<file path="src/rtl/pwm_capture.sv">
// pwm_capture: per-channel PWM high-time/period capture on a synchronized pwmclock tick; ports: clk, rst, ce/addr/sel read strobe and select, pwmclock sample clock, in[N] PWM inputs, data/valid registered read result
module pwm_capture #(
  parameter int Resolution   = 8,
  parameter int AddressWidth = 2
) (
  input  logic                         clk,
  input  logic                         rst,
  input  logic                         ce,
  input  logic [AddressWidth-1:0]      addr,
  input  logic                         sel,
  input  logic                         pwmclock,
  input  logic [2**AddressWidth-1:0]   in,
  output logic [Resolution-1:0]        data,
  output logic                         valid
);
  localparam int N = 2**AddressWidth;
  localparam logic [Resolution-1:0] MAX = '1;
  logic [2:0] pclk_q, pclk_d;
  logic [N-1:0] meta_q, meta_d, s_q, s_d, prev_q, prev_d, armed_q, armed_d, vld_q, vld_d;
  logic [N-1:0][Resolution-1:0] pcnt_q, pcnt_d, hcnt_q, hcnt_d, per_q, per_d, duty_q, duty_d;
  logic [Resolution-1:0] data_q, data_d;
  logic valid_q, valid_d, tick;
  assign tick = pclk_q[1] & ~pclk_q[2];
  assign data = data_q;
  assign valid = valid_q;
  always_comb begin
    pclk_d  = {pclk_q[1:0], pwmclock};
    meta_d  = in;
    s_d     = meta_q;
    prev_d  = tick ? s_q : prev_q;
    armed_d = armed_q;
    vld_d   = vld_q;
    pcnt_d  = pcnt_q;
    hcnt_d  = hcnt_q;
    per_d   = per_q;
    duty_d  = duty_q;
    for (int i = 0; i < N; i++) begin
      if (tick && s_q[i] && !prev_q[i]) begin
        per_d[i]   = armed_q[i] ? pcnt_q[i] : per_q[i];
        duty_d[i]  = armed_q[i] ? hcnt_q[i] : duty_q[i];
        vld_d[i]   = vld_q[i] | armed_q[i];
        armed_d[i] = 1'b1;
        pcnt_d[i]  = Resolution'(1);
        hcnt_d[i]  = Resolution'(1);
      end else if (tick && armed_q[i] && pcnt_q[i] == MAX) begin
        per_d[i]  = MAX;
        duty_d[i] = hcnt_q[i];
        vld_d[i]  = 1'b1;
        pcnt_d[i] = '0;
        hcnt_d[i] = '0;
      end else if (tick && armed_q[i]) begin
        pcnt_d[i] = pcnt_q[i] + Resolution'(1);
        hcnt_d[i] = hcnt_q[i] + Resolution'(s_q[i]);
      end
    end
    data_d  = ce ? (sel ? per_q[addr] : duty_q[addr]) : data_q;
    valid_d = ce ? vld_q[addr] : valid_q;
  end
  always_ff @(posedge clk) begin
    if (rst) begin
      pclk_q  <= '0;
      meta_q  <= '0;
      s_q     <= '0;
      prev_q  <= '0;
      armed_q <= '0;
      vld_q   <= '0;
      pcnt_q  <= '0;
      hcnt_q  <= '0;
      per_q   <= '0;
      duty_q  <= '0;
      data_q  <= '0;
      valid_q <= 1'b0;
    end else begin
      pclk_q  <= pclk_d;
      meta_q  <= meta_d;
      s_q     <= s_d;
      prev_q  <= prev_d;
      armed_q <= armed_d;
      vld_q   <= vld_d;
      pcnt_q  <= pcnt_d;
      hcnt_q  <= hcnt_d;
      per_q   <= per_d;
      duty_q  <= duty_d;
      data_q  <= data_d;
      valid_q <= valid_d;
    end
  end
endmodule

</file>
<file path="config.mk">
export PLATFORM = sky130hd
export DESIGN_NAME = pwm_capture
export DESIGN_NICKNAME = d
export VERILOG_FILES = /design/src/rtl/pwm_capture.sv
export SDC_FILE = /design/constraint.sdc
export NUM_CORES = 1
export LEC_CHECK = 0
export ABC_AREA = 1
export CORE_ASPECT_RATIO = 0.75
export CORE_MARGIN = 2
export CORE_UTILIZATION = 50
export DETAILED_ROUTE_END_ITERATION = 12
export HOLD_SLACK_MARGIN = 0.08
export PLACE_DENSITY = 0.69
export SLEW_MARGIN = 15
export SYNTH_ARGS = -nofsm -noshare
export SYNTH_HDL_FRONTEND = slang
export SYNTH_SLANG_ARGS = --single-unit
</file>
<file path="constraint.sdc">
create_clock -name clk -period 1.4 [get_ports clk]
set_input_delay 0.14 -clock clk [delete_from_list [all_inputs] [get_ports clk]]
set_output_delay 0.14 -clock clk [all_outputs]
set_load 0.02 [all_outputs]
</file>
# Word-level counts from Yosys, hierarchy flattened
# Index checks and enable logic that the tools add are counted.
totals:
  inputBits: 11
  regBits: 160
op_classes:
  n_mux: 63
  magnitude_cmp: 1
  eq_ne: 8
  reduce_logical: 36
  addsub: 8
  n_bitwise: 6
op_table:
  columns: ["cell", "n"]
  rows:
  - ["$mux W8", 27]
  - ["$mux W1", 33]
  - ["$add A8 B1 Y8", 4]
  - ["$add A8 B1 Y8 const B", 4]
  - ["$bmux W8 S2", 2]
  - ["$eq A8 B8 Y1 const B", 4]
  - ["$logic_and A1 B1 Y1", 16]
  - ["$reduce_bool A3 Y1", 4]
  - ["$reduce_or A3 Y1", 4]
  - ["$ne A2 B2 Y1 const B", 4]
  - ["$reduce_and A2 Y1", 4]
  - ["$reduce_bool A2 Y1", 4]
  - ["$logic_not A1 Y1", 4]
  - ["$or A1 B1 Y1", 4]
  - ["$lt A2 B3 Y1 const B", 1]
  - ["$bmux W1 S2", 1]
  - ["$and A1 B1 Y1", 1]
  - ["$not A1 Y1", 1]

# Logic depth before layout (Yosys ltp)
# Gate-level depths: netlist of run 1.
logic_depth:
  ltp_word: 6
  mapped_depth: 10

# Worst setup path before layout of run 1
# OpenSTA, ideal clock, no wires.
synth_timing:
  path_kind: "register to register"
  startpoint: "register s_q[3]"
  endpoint: "register hcnt_q[28] (netlist bit)"
  setup_time_ns: 0.115
  path_stages_with_launch: 8
  t_arrival_ns: 1.318
  synth_period_minus_slack_ns: 1.433
  slack_ns: -0.033
  n_path_buf: 0
  cell_sequence: "dfxtp_1 -> ha_1 -> ha_1 -> inv_1 -> nor3_1 -> nand3_1 -> nand2_1 -> nor2_1"
synth_between:
  elab_chain_len: 3
  word_cells_on_any_way: 4
  classes_between: "add/sub (1); reduce/logical (3)"
synth_rtl:
  columns: ["element", "line", "rtl"]
  rows:
  - ["start, declared", "19", "logic [N-1:0] meta_q, meta_d, s_q, s_d, prev_q, prev_d, armed_q, armed_d, vld_q, vld_d;"]
  - ["start signal, assigned", "63", "s_q <= '0;"]
  - ["start signal, assigned", "76", "s_q <= s_d;"]
  - ["branches (longest 3 deep; another with $add A8 B1 Y8)", null, null]
  - ["end signal, assigned", "81", "hcnt_q <= hcnt_d;"]
  - ["end, declared", "20", "logic [N-1:0][Resolution-1:0] pcnt_q, pcnt_d, hcnt_q, hcnt_d, per_q, per_d, duty_q, duty_d;"]
# Several ways; the timed one is not identified.
# A chain may end at the register's enable or synchronous reset.

# Worst setup path in the final report of run 1
layout_timing:
  startpoint: "register pclk_q[1]"
  endpoint: "register duty_q[19] (netlist bit)"
layout_between:
  elab_chain_len: 5
  word_cells_on_any_way: 9
  classes_between: "eq/ne (1); mux (1); bitwise (1); reduce/logical (6)"
layout_rtl:
  columns: ["element", "line", "rtl"]
  rows:
  - ["start, declared", "18", "logic [2:0] pclk_q, pclk_d;"]
  - ["start signal, assigned", "74", "pclk_q <= pclk_d;"]
  - ["$and A1 B1 Y1 (*)", "23", "assign tick = pclk_q[1] & ~pclk_q[2];"]
  - ["$logic_and A1 B1 Y1 (on tied branches) (2 in a row)", "38, 45", null]
  - ["$ne A2 B2 Y1 (no line) / $reduce_bool A2 Y1 (equally long branches)", null, null]
  - ["$reduce_and A2 Y1 (no line)", null, null]
  - ["end signal, assigned", "83", "duty_q <= duty_d;"]
  - ["end, declared", "20", null]
# Every way passes the cells marked *; elsewhere a longest branch is shown, timed or not.

==> results of run 1 <==
[layout make-up]
type                       instances  share of cell area (%)
clock buffer                      20                   4.395
timing repair buffer             115                   11.78
sequential                       160                   32.38
multi-input combinational        749                   39.80
tap                              205                   2.582
clock inverter                     8                   1.662
inverter                         192                   7.406
[logic make-up after synthesis]
family / share of synthesized area (%)
AO/OA/AOI/OAI: 7.870
XOR/XNOR: 1.008
adder cells (fa/ha/maj): 1.919
buffers and inverters: 12.35
flip-flops: 40.95
AND/OR/NAND/NOR: 35.91
[sequential cells by signal, summed over array words and instances, names as in the netlist]
name     count
armed_q      4
duty_q      32
pclk_q       3
vld_q        4
pcnt_q      32
s_q          4
meta_q       4
prev_q       4
hcnt_q      32
per_q       32
data         8
valid        1
[cells in the final DEF, fill, tap and decap left out, types with 4 or more instances in the layout]
master	netlist	layout
nor3_1	12	9
inv_2	2	6
buf_4	6	73
a21oi_2	0	12
o21ai_0	29	25
buf_12	0	12
clkdlybuf4s50_1	0	10
nand3_1	171	161
bufinv_16	0	5
nand2_2	8	6
inv_1	188	183
a21oi_1	77	65
nor2_4	3	10
buf_6	3	4
dlygate4sd2_1	0	9
o211ai_1	5	5
nor2_2	6	8
nor3_4	0	5
dfxtp_2	0	5
dfxtp_1	160	153
o21ai_1	2	5
xor2_1	7	7
nor2_1	135	127
nand2_1	237	235
clkbuf_16	0	21
nand3_2	7	10
nand3b_1	17	17
nand3_4	3	10
ha_1	12	9
nand2_4	2	5
[stage by stage]
| stage | instances | area (µm²) |
|---|---|---|
| finish | 1449 | 9935 |
| global route | 1449 | 9935 |
| CTS | 1431 | 9478 |
| detailed placement | 1396 | 8722 |
| global placement | 1396 | 8722 |
| floorplan | 1147 | 7833 |
[final timing paths]
kind / endpoint / cells after the start / start / slack, ns
setup / recovery: duty_q[19] / 8 / pclk_q[1] / -0.05
hold / removal: meta_q[2] / 3 / in[2] / 0.23
setup reg to reg: duty_q[19] / 8 / pclk_q[1] / -0.05
hold reg to reg: s_q[0] / 2 / meta_q[0] / 0.40
[tightest hold or removal path: stages]
cell             delay, ns
clkdlybuf4s50_1       0.40
inv_1                 0.05
nor2_1                0.03
[routing by layer]
metal	vias up	routed length, µm
li1	3782	-
met1	3357	9923
met2	176	8380
met3	15	1370
met4	0	153
met5	-	0
[where the power goes]
group / total [µW] / switching [µW] / internal, µW / leakage (µW)
clock: 4860 / 1740 / 3110 / 0.000295
combinational: 546 / 329 / 217 / 0.00314
sequential: 4630 / 32.7 / 4600 / 0.00130
total: 10000 / 2110 / 7920 / 0.00473
[timing repair]
action                                  CTS  global route
endpoints found under the setup margin  130           123
resized for setup                        36            66
cloned                                    2             5
buffers inserted                          5            14
pin swaps                                23            22
==> summary.md, run 1 <==
| Metric | Value |
|---|---|
| Worst endpoint data arrival time | `approximately 1.8 ns` |
| Largest net degree at the start of global routing | `33` |
| Slew Viols, Final | `0` |
| DRC | `0` |
| Initial Util | `51.22%` |
| Design Power | `roughly 10000 µW` |
| Met1 GRT Util | `a little over a third` |
| Chip width | `around 150 µm` |
| Failing checks | `setup timing` |
| VDD IR max | `843.9 µV` |
| Final setup violation count | `48` |
| Post-synth top area cell | `dfxtp_1` |
| Via count | `7330` |
| Crit path buffers/inverters | `2` |
| Crit path cell chain | `buf_6 > nand3_4 > nor2_4 > nand3_4 > buf_12 > nand3b_1 > nand2_1 > nor2_1` |
| Top post-synthesis cells by count | `237 x nand2_1, 188 x inv_1, 171 x nand3_1` |
| Clock latency on the worst-skew pair | `roughly 0.42 ns` |
| Hold_ws | `about 0.23 ns` |
| FFs w/ async S/R, synth | `0%` |
| Detail Route Antenna Nets | `0` |
| Overall global routing resource usage | `between 20% and 30%` |
| Most frequent CP cell | `nand3_4` |
| Antenna cells | `0` |
| Synthesized net count | `approximately 1200` |
| Setup ws final | `-0.04544 ns` |
| Yosys cell types | `35` |
| Final Hold Violating Endpoints | `0` |
| Post-place setup slack | `-0.1193 ns` |
| Wirelength per Cell | `roughly 14 µm` |
| CP Capture Type | `register` |
| Met3 GRT Util | `5.813%` |
| Synth Instances | `1147` |
| Crit-path max cell delay | `between 0.3 and 0.4 ns` |
| DR iter-0 viols | `700` |
| CP max-delay cell | `dfxtp_4` |
| Post-synth EDFFs | `0` |
| Layout Area Growth over Synthesis | `27.00%` |
| Ys Warns | `0` |
| Status | `finished, violations left` |
| CP Max Fanout | `7` |
| DPL Wire Length | `~14000 µm` |
| First-pass iteration count of the detailed router | `5` |
| GR Overflow Total | `0` |
| I/O Buffers | `19` |
| Setup TNS | `-0.6007 ns` |
| Area of the multi-input gates | `around 0.0040 mm²` |
| Core ar. | `0.01527 mm²` |
| Sequential-to-total area share from yosys stat | `between 40% and 50%` |
| Area fraction of the dominant cell type after synthesis | `roughly two fifths` |
| Hold Path Class | `in -> reg` |
| FMAX | `691.8 MHz` |
| RSZ-0062 raised after global routing | `true` |
| Yosys reg bits | `160` |
| Die area | `~0.017 mm²` |
| Post-Route WL | `roughly 20000 µm` |
| Leakage | `between 0.004 and 0.005 µW` |
| Clk buf depth | `2` |
| GR Layer Usage met2 | `around a third` |
| IO Count | `20` |
| Nets | `~1300` |
| Most frequent cell after synthesis | `nand2_1` |
| CP top delay family | `simple AND/OR/NAND/NOR gates` |
| Fill count | `between 1000 and 1500` |
| Pwr Density | `around 1000 mW/mm²` |
| # H-tree levels | `4` |
| Clock Skews | `0.007335 ns` |
| CTS Hold Bufs | `0` |
| Min cycle time layout | `between 1 and 1.5 ns` |
| Initial antenna violation count | `0` |
| Final critical-path share of the clock period | `103.2%` |
| Vias in the first global route | `6404` |
| Mapped Area | `a little under 0.008 mm²` |
| Root Buffer | `clkbuf_16` |
| Crit Path Category | `reg -> reg` |
| Max_cap viols | `0` |
| Worst rel slew slack | `~78%` |
| Post-Route Utilization | `between 60 and 70%` |
| Row count | `39` |
| DR vias/cell | `slightly above 5` |
| Req. time, crit path | `~1.8 ns` |
| GR peak layer | `met1` |
| Ys flop type | `dfxtp_1` |
| Routability cong. | `~0.9` |
| Worst-path clk slew | `approximately 0.06 ns` |
| CP startpoint kind | `register` |
| Syn Area/Cell | `~7 µm²` |
| CTS Buf Count | `17` |
| Global-route wire length before repair | `approximately 32000 µm` |
| Top cells by area, synth | `dfxtp_1 41%, nand2_1 11%, nand3_1 11%` |
| Worst Tran Pin Value | `around 0.34 ns` |
| CTS tree | `built` |
| Register area | `about 0.0032 mm²` |
| Layout cells sized above 1 | `between 10% and 20%` |
| Sink Count | `between 150 and 200` |
| Die H | `112.3 µm` |
No activity file was read; power rests on OpenSTA's default activity.
==> run 2: changes to the inputs <==
- CORE_UTILIZATION: 50 -> 56
- PLACE_DENSITY: 0.69 -> 0.76
- TNS_END_PERCENT: default -> 100
==> run 2 against run 1 <==
Net effect:
- the run still ends with setup timing left
- clock power fell by 1%
- clock skew rose by 0.0025 ns
- clock-buffer cell count rose by 2
- sequential share of layout area fell by 2.4 points
- largest cell class unchanged
==> summary.md, run 2 (same netlist as run 1, synthesis figures left out) <==
| Metric | Value |
|---|---|
| Status | `finished, violations left` |
| Failing checks | `setup timing` |
| Min-delay src | `in[0]` |
| Worst endpoint data arrival time | `1.88 ns (+0.08 ns)` |
| DR vias/cell | `5.648 (+12%)` |
| Post-Route Utilization | `78.51% (+13 points)` |
| Most frequent cells in the layout | `220 x nand2_1, 178 x inv_1, 148 x dfxtp_1, 124 x nand3_1, 113 x nor2_1` |
| Worst reg2reg path depth | `11 (+3)` |
| Req. time, crit path | `1.72 ns (-0.03 ns)` |
| Worst reg2reg path startpoint | `pclk_q[1]` |
| Die H | `106.4 µm (-5.3%)` |
| Final critical-path share of the clock period | `111.1% (+7.8 points)` |
| Clock Skews | `0.009829 ns (+0.002494 ns)` |
| Root Buffer | `clkbuf_16` |
| Antenna cells | `0 (unchanged)` |
| CP top delay family | `simple AND/OR/NAND/NOR gates` |
| Min cycle time layout | `1.555 ns (+0.1097 ns)` |
| Detail Route Antenna Nets | `0 (unchanged)` |
| Sink Count | `160 (unchanged)` |
| Worst-path clk slew | `0.07 ns (about the same)` |
| Reg power frac | `46.1% (about the same)` |
| First-pass iteration count of the detailed router | `6 (+1)` |
| IO Count | `20 (unchanged)` |
| Pwr Density | `932.6 mW/mm² (-7.6%)` |
| Fill count | `874 (-33%)` |
| DRC | `0 (unchanged)` |
| Worst rel slew slack | `75.51% (-2.1 points)` |
| Final Hold Violating Endpoints | `0 (unchanged)` |
| P_sw | `2367 µW (+12%)` |
| Post-Route WL | `24810 µm (+25%)` |
| Hold path endpoint | `meta_q[0]` |
| Die area | `0.01494 mm² (-10%)` |
| Leakage | `0.005122 µW (+8.3%)` |
| Clk buf depth | `2 (unchanged)` |
| Slew Viols, Final | `0 (unchanged)` |
| Internal power | `7666 µW (-3.2%)` |
| GR Overflow Total | `0 (unchanged)` |
| CP Capture Type | `register` |
| RSZ-0062 raised after global routing | `true` |
| Hold Path Class | `in -> reg` |
| VDD IR max | `1034 µV (+23%)` |
| Setup ws final | `-0.1552 ns (-0.1097 ns)` |
| Reg2Reg Setup Slack | `-0.16 ns (-0.11 ns)` |
| Clock latency on the worst-skew pair | `0.43 ns (about the same)` |
| Global-route wire length before repair | `34980 µm (+11%)` |
| # H-tree levels | `4 (unchanged)` |
| Routability cong. | `0.8742 (-4.8%)` |
| Crit Reg-Reg Endpoint | `per_q[30]` |
| Crit Path Category | `reg -> reg` |
| Initial Util | `57.09% (+5.9 points)` |
| Sw frac | `23.59% (+2.6 points)` |
| Chip width | `140.5 µm (-5.4%)` |
| Initial antenna violation count | `0 (unchanged)` |
| CP Max Fanout | `7 (unchanged)` |
| CP startpoint kind | `register` |
| Crit path cell chain | `inv_4 > nor2_8 > buf_6 > nand3_4 > nor2_4 > buf_4 > nand2_2 > nand2_1 > inv_1 > nand2_1 > inv_1` |
| Wirelength per Cell | `17.22 µm (+26%)` |
| Clk pwr share | `47.8% (-0.6 points)` |
| FMAX | `643.0 MHz (-7.1%)` |
| Post-route cell area | `0.01076 mm² (+8.3%)` |
| Post-place setup slack | `-0.1426 ns (-0.02330 ns)` |
| Combinational Power Share | `6.1% (+0.7 points)` |
| Area post-placement | `0.008672 mm² (-0.57%)` |
| CTS Buf Count | `17 (unchanged)` |
| Commonest non-fill, non-tap cell in the layout | `nand2_1` |
| Overall global routing resource usage | `29.20% (+5.4 points)` |
| Layout cells sized above 1 | `26.38% (+9.3 points)` |
| Crit-path max cell delay | `0.37 ns (about the same)` |
| Via count | `8139 (+11%)` |
| Worst Tran Pin Value | `0.3674 ns (+0.03207 ns)` |
| DPL Wire Length | `13420 µm (-0.70%)` |
| Critical path depth | `11 (+3)` |
| DR iter-0 viols | `927 (+32%)` |
| Vias in the first global route | `7133 (+11%)` |
| Largest net degree at the start of global routing | `29 (-12%)` |
| CTS tree | `built` |
| Nets | `1276 (+1.4%)` |
| Crit path buffers/inverters | `5 (+3)` |
| I/O Buffers | `19 (unchanged)` |
| Row count | `37 (-5.1%)` |
| Layout Area Growth over Synthesis | `37.52%` |
| Max_cap viols | `0 (unchanged)` |
| Core ar. | `0.01370 mm² (-10%)` |
| Final setup violation count | `109 (+130%)` |
| CP max-delay cell | `dfxtp_4` |
| Hold depth | `3 (unchanged)` |
## run 2: worst register-to-register path, cell delays in order, from the launching register on
cell and delay [ns]:
dfxtp_4 0.37, inv_4 0.05, nor2_8 0.15, buf_6 0.14
nand3_4 0.13, nor2_4 0.20, buf_4 0.14, nand2_2 0.06
nand2_1 0.07, inv_1 0.05, nand2_1 0.05, inv_1 0.04
## run 2: how the worst max path moves through the flow
| stage | start | to | slack (ns) |
|---|---|---|---|
| after detailed placement | addr[0] | data[7] | -0.14 |
| after CTS | pclk_q[1] | duty_q[11] | -0.1 |
| after floorplan | pclk_q[1] | duty_q[16] | 0.003 |
| final | pclk_q[1] | per_q[30] | -0.16 |
| after global routing | pclk_q[1] | per_q[30] | -0.22 |
| after global placement | addr[0] | data[2] | -0.12 |
## run 2: final cells by class
class	count	area, µm²	share of cell area (%)
multi-input combinational	751	4478	41.63
sequential	160	3228	30.01
timing repair buffer	131	1478	13.74
inverter	192	747.0	6.943
clock buffer	22	484.2	4.501
tap	175	219.0	2.035
clock inverter	10	123.9	1.151
## run 2: stage by stage
step / hold slack (ns) / TNS (ns) / std cells / total power, µW
6_report: 0.2250 / -6.314 / 1441 / 10030
5_1_grt: 0.2376 / -15.29 / 1441 / 10310
4_1_cts: 0.2355 / -3.705 / 1425 / 9940
3_5_place_dp: 0.3949 / -5.893 / 1366 / 5258
3_3_place_gp: 0.3898 / -2.990 / 1366 / 5253
2_1_floorplan: 0.2470 / 0 / 1147 / 5028
## run 2: what timing repair did
action                                 CTS  global route
endpoints found under the hold margin    0             0
hold buffers                             0             0
setup endpoints to repair              132           132
setup buffers                           20            16
gates resized for setup                 89           153
pin swaps                               29            72
cloned                                   8             6
## run 2: power by group through the flow
stage | combinational, µW | clock, µW | sequential [µW]
after CTS | 559 | 4760 | 4620
after global routing | 655 | 5030 | 4620
after detailed placement | 533 | 0 | 4720
after floorplan | 288 | 0 | 4740
final | 611 | 4800 | 4620
after global placement | 529 | 0 | 4720
## run 2: layer usage
metal / up-vias / share of wire [%] / track usage [%]
met1: 3822 / 41 / 41.72
met4: 0 / 2.0 / 8.357
met3: 61 / 9.1 / 4.505
met2: 430 / 47 / 46.01
met5: - / 0 / 0
li1: 3826 / - / -
